--- config.mk ---
export PLATFORM = sky130hd
export DESIGN_NAME = bsreg_feeder
export DESIGN_NICKNAME = d
export VERILOG_FILES = /design/src/rtl/bsreg_feeder.sv
export SDC_FILE = /design/constraint.sdc
export NUM_CORES = 1
export LEC_CHECK = 0
export BUFFER_PORTS_ARGS = -buffer_cell sky130_fd_sc_hd__buf_2
export CORE_UTILIZATION = 37
export DETAILED_ROUTE_END_ITERATION = 8
export GPL_TIMING_DRIVEN = 0
export MAX_ROUTING_LAYER = met4
export PLACE_DENSITY_LB_ADDON = 0.12
export SYNTH_ARGS = -nofsm -noshare
export SYNTH_HDL_FRONTEND = slang
export SYNTH_SLANG_ARGS = --single-unit
--- constraint.sdc ---
create_clock -name clk -period 3.6 [get_ports clk]
set_input_delay 0.36 -clock clk [delete_from_list [all_inputs] [get_ports clk]]
set_output_delay 0.36 -clock clk [all_outputs]
set_load 0.05 [all_outputs]
--- src/rtl/bsreg_feeder.sv ---
// bsreg_feeder: valid/ready word serializer for a bidirectional shift register; BSREG_FEEDER_PARITY_EN appends an even-parity bit
module bsreg_feeder #(
  parameter int WIDTH = 4
) (
  input  logic             clk,
  input  logic             rst,
  input  logic             load_valid,
  output logic             load_ready,
  input  logic [WIDTH-1:0] load_data,
  input  logic             load_dir,
  output logic             serial_out,
  output logic             dir_out,
  output logic             shift_en,
  output logic             busy,
  output logic             done
);
  localparam int CW = $clog2(WIDTH + 1);
  localparam logic [1:0] IDLE = 2'd0, SHIFT = 2'd1, DONE = 2'd2;
  logic [1:0] state;
  logic [WIDTH-1:0] hold;
  logic [CW-1:0] cnt;
  logic nxt;
  assign load_ready = state == IDLE;
  assign busy = state != IDLE;
  assign done = state == DONE;
`ifdef BSREG_FEEDER_PARITY_EN
  localparam logic [CW-1:0] LAST = CW'(WIDTH);
  logic par;
  always_ff @(posedge clk)
    if (rst) par <= 1'b0;
    else if (state == IDLE && load_valid) par <= ^load_data;
  assign nxt = cnt == CW'(WIDTH - 1) ? par : dir_out ? hold[WIDTH-1] : hold[0];
`else
  localparam logic [CW-1:0] LAST = CW'(WIDTH - 1);
  assign nxt = dir_out ? hold[WIDTH-1] : hold[0];
`endif
  // hold always keeps the not-yet-presented bits at the end nearest the exit
  always_ff @(posedge clk) begin
    if (rst) begin
      state <= IDLE;
      serial_out <= 1'b0;
      dir_out <= 1'b0;
      shift_en <= 1'b0;
      cnt <= '0;
      hold <= '0;
    end else if (state == IDLE) begin
      if (load_valid) begin
        state <= SHIFT;
        shift_en <= 1'b1;
        dir_out <= load_dir;
        serial_out <= load_dir ? load_data[WIDTH-1] : load_data[0];
        hold <= load_dir ? load_data << 1 : load_data >> 1;
        cnt <= '0;
      end
    end else if (state == SHIFT) begin
      if (cnt == LAST) begin
        state <= DONE;
        shift_en <= 1'b0;
        serial_out <= 1'b0;
      end else begin
        serial_out <= nxt;
        hold <= dir_out ? hold << 1 : hold >> 1;
        cnt <= cnt + 1'b1;
      end
    end else begin
      state <= IDLE;
    end
  end
endmodule

After elaboration in Yosys (flattened, before gate mapping)
Index checks and enable logic that the tools add are counted.
{"block": "totals", "reg_bits": 12, "input_bits": 8, "out_inout_bits": 6, "elab_cells": 46}
{"block": "op_classes", "addsub": 1, "n_eq_ne": 6, "muxes": 24, "reduce_logical": 9}
{"cell": "2-to-1 mux 4 bit", "n": 6}
{"cell": "2-to-1 mux 3 bit", "n": 4}
{"cell": "2-to-1 mux 1 bit", "n": 10}
{"cell": "2-to-1 mux 2 bit", "n": 4}
{"cell": "AND reduction 2 bit", "n": 3}
{"cell": "AND reduction 3 bit", "n": 2}
{"cell": "nonzero test 2 bit", "n": 3}
{"cell": "inequality test 2 bit, second input constant", "n": 2}
{"cell": "adder 3 x 1 -> 3 bit, second input constant", "n": 1}
{"cell": "== test 3 x 2 -> 1 bit, second input constant", "n": 1}
{"cell": "inequality test 3 x 2 -> 1 bit, second input constant", "n": 1}
{"cell": "== test 2 x 1 -> 1 bit, second input constant", "n": 1}
{"cell": "== test 2 bit, second input constant", "n": 1}
{"cell": "logical NOT 2 bit", "n": 1}

Depth between registers and ports, before layout
{"block": "depth", "depth_word": 4, "depth_mapped": 6, "ltp_nobuf": 5}

Least setup slack after synthesis
Ideal clock, no wire load.
{"block": "synth_path", "path_kind": "reg-to-output", "start": "reg state[0]", "end": "out done", "arrival_time_ns": 1.147, "path_slack_ns": 2.093, "stages_incl_launch_ff": 3, "cell_sequence": "dfxtp_1 buf_4 nor2b_1"}
{"block": "synth_between", "elab_chain_len": 1}
{"item": "from (decl)", "line_no": "19", "text": "logic [1:0] state;"}
{"item": "from (signal assigned)", "line_no": "40", "text": "state <= IDLE;"}
{"item": "from (signal assigned)", "line_no": "48", "text": "state <= SHIFT;"}
{"item": "from (signal assigned)", "line_no": "57", "text": "state <= DONE;"}
{"item": "== test 2 bit", "line_no": "25", "text": "assign done = state == DONE;"}
{"item": "to (decl)", "line_no": "15", "text": "output logic done"}
Every way passes these cells.

Final worst setup path
{"block": "layout_path", "start": "reg state[1]", "end": "out load_ready"}
{"block": "layout_between", "elab_chain_len": 1}
{"item": "logical NOT 2 bit", "line_no": "23", "text": "assign load_ready = state == IDLE;"}
{"item": "to (decl)", "line_no": "8", "text": "output logic load_ready,"}
Every way passes these cells.

==> flow_summary.yaml <==
yosys:
  synthMuxAreaShare: 0.140
  async_flop_share: 0
  synth.avg_cell_area_sq_um: 9.74
  synth_common_cells: "12 x dfxtp_1, 5 x a21oi_1, 5 x mux2i_1"
  synth_cell_types: 33
  syn_nets: 85
  ys_seq_area_frac: 0.329
  synth-compound-area-share: 0.200
  synth.top_cell.area_share: 0.329
  syn_inst: 75
  synth_edf_count: 0
  synth_area_leaders: "dfxtp_1 33%, mux2i_1 6.8%, a311oi_2 4.1%"
  synth_most_common_cell: "dfxtp_1"
  synth_top_family_by_area: "compound AO/OA/AOI/OAI gates"
  ys_seq_elements: 12
  synth_fa_ha_area_frac: 0.0342
  synth-simple-area-share: 0.197
  synthXorXnorAreaFrac: 0
  ys_warn_count: 0
  synth_ff_type: "dfxtp_1"
  yosysTopAreaCell: "dfxtp_1"
  syn-cell-area_sq_um: 731
drt:
  ant_nets: 0
  vias: 575
  vias_per_cell: 4.96
  first_pass_iters: 2
  avgRoutedWirePerCell_um: 12.2
  drt_wl_total_um: 1420
  drcViolationCount: 0
  drtIter0Drc: 1
sta:
  timing.hold.ws_ns: 0.374
  fmax_mhz: 574
  tns_ns: 0
  tightest_slew_ns: 0.529
  maxSlewHeadroom: 0.647
  post-route-period-util: 0.484
  setup_violations: 0
  final_max_slew_viol_count: 0
  fin_skew_ns: 0.00444
  rsz0062_at_grt: "no"
  min_period_ns: 1.74
  hold_viol: 0
min_path:
  hold_path.class: "in2reg"
global_route:
  grtUsageMet2: 0.242
  grt_pass1_vias: 538
  busiest_layer: "met2"
  grt_usage: 0.168
  antenna_found_initial: 0
  grt_first_pass_wirelength_um: 2420
  overflow: 0
  grtUsageMet3: 0.0588
  use_met1: 0.211
  grt_start_max_net_pins: 11
placed_design:
  place_area_sq_um: 822
  place_congestion: 0.748
  portBuffers: 12
  dp.final_hpwl_um: 1070
  place_inst: 112
cts:
  cts_hold_buf: 0
  numClockSinks: 12
  tritoncts: "built"
  insertion_delay_ns: 0.27
  cts-root-buf: "clkbuf_4"
  numCtsBuffers: 3
  cts_resized: 0
  htreeDepth: 1
  path_clk_slew_ns: 0.08
  clk_path_buf_depth: 2
  cts_post_setup_buffers_inserted: 0
layout:
  layout-drive-gt1-share: 0.374
  final_cell_area_sq_um: 858
  final_util: 0.481
  area_delta_synth_final_pct: 17.5
  diodes: 0
  final.fill_count: 188
  seqCellArea_sq_um: 240
  fin_cells: 116
  fin_nets: 102
  multi_input_area_sq_um: 418
power_and_ir_drop:
  p_leak_nw: 0.354
  power.density_mw_per_mm2: 387
  ir_drop_mv: 0.205
critical_path:
  slowest_delay_ns: 0.31
  worstSetupStartpointType: "register"
  critPathMaxFanout: 10
  required_ns: 3.24
  path_common_cell: "buf_6"
  crit_chain: "buf_6 -> or2_4 -> buf_6 -> inv_8 -> buf_2"
  path_class: "reg2out"
  critPathBufInv: 4
  setup.worst_path.end_class: "primary output"
  arrival_ns: 1.38
  cp_slowest_cell: "dfxtp_1"
  cp_top_family: "buffers and inverters"
floorplan:
  die_area_sq_mm: 0.00216
  die_x_um: 46.4
  start_util: 0.410
  die_h_um: 46.4
  io_pins: 14
  core_sq_mm: 0.00178
  num_rows: 15
flow_run:
  drv_cap: 0
status:
  outcome: "finished, final reports clean"
layer usage:
layer | up-vias | wire [um]
met1 | 264 | 689
met2 | 11 | 667
met5 | - | 0
li1 | 298 | -
met3 | 2 | 45
met4 | 0 | 14
kinds of logic (layout without fill, tap and decap cells):
| kind of cell | count (synthesis) | count (layout) |
|---|---|---|
| mux | 9 | 9 |
| simple gates | 23 | 23 |
| buf+inv | 11 | 27 |
| compound gates | 18 | 18 |
| fa+ha+maj | 2 | 2 |
| flops | 12 | 12 |
final timing paths:
check           start    endpoint  slack (ns)  depth (start not counted)
min               rst    state[0]        0.37                          3
max          state[1]  load_ready        1.86                          5
max reg2reg    cnt[0]     hold[3]        2.02                          5
min reg2reg    cnt[2]      cnt[2]        0.48                          2
tightest hold or removal path: stages:
cell and delay (ns):
buf_2 0.09, or3_4 0.13, inv_1 0.03
per-stage QoR:
step / setup WS (ns) / total power [mW]
after floorplan: 2.09 / 0.211
after global placement: 2.01 / 0.227
after detailed placement: 2.04 / 0.228
after CTS: 1.84 / 0.338
after global routing: 1.79 / 0.352
final: 1.86 / 0.332
state kept, by name, summed over array words and instances (netlist names):
name / flops
cnt: 3
dir_out: 1
hold: 4
serial_out: 1
shift_en: 1
state: 2
report_power, final:
| part | total, mW | switching, mW | internal, mW |
|---|---|---|---|
| sequential | 0.146 | 0.00518 | 0.141 |
| combinational | 0.0779 | 0.0450 | 0.0328 |
| clock | 0.108 | 0.0468 | 0.0615 |
| total | 0.332 | 0.0970 | 0.235 |
cells in the final DEF (no fill, tap or decap), drive strengths merged, types with 2 or more instances in the layout:
cell type,n
o21ai,3
nor3b,2
nand2b,4
mux2i,5
a311oi,2
nand3,3
a21oi,5
a211oi,2
o21bai,2
inv,5
o22ai,2
mux2,4
buf,17
clkbuf,5
nor4b,2
ha,2
dfxtp,12
nand2,3
nor2,4
final cells by class:
type | instances | share of cell area
timing repair buffer | 12 | 0.0700
multi-input combinational | 52 | 0.487
sequential | 12 | 0.280
buffer | 6 | 0.0539
inverter | 5 | 0.0306
tap | 25 | 0.0364
clock buffer | 4 | 0.0423
Power figures use the tool's default switching activity.
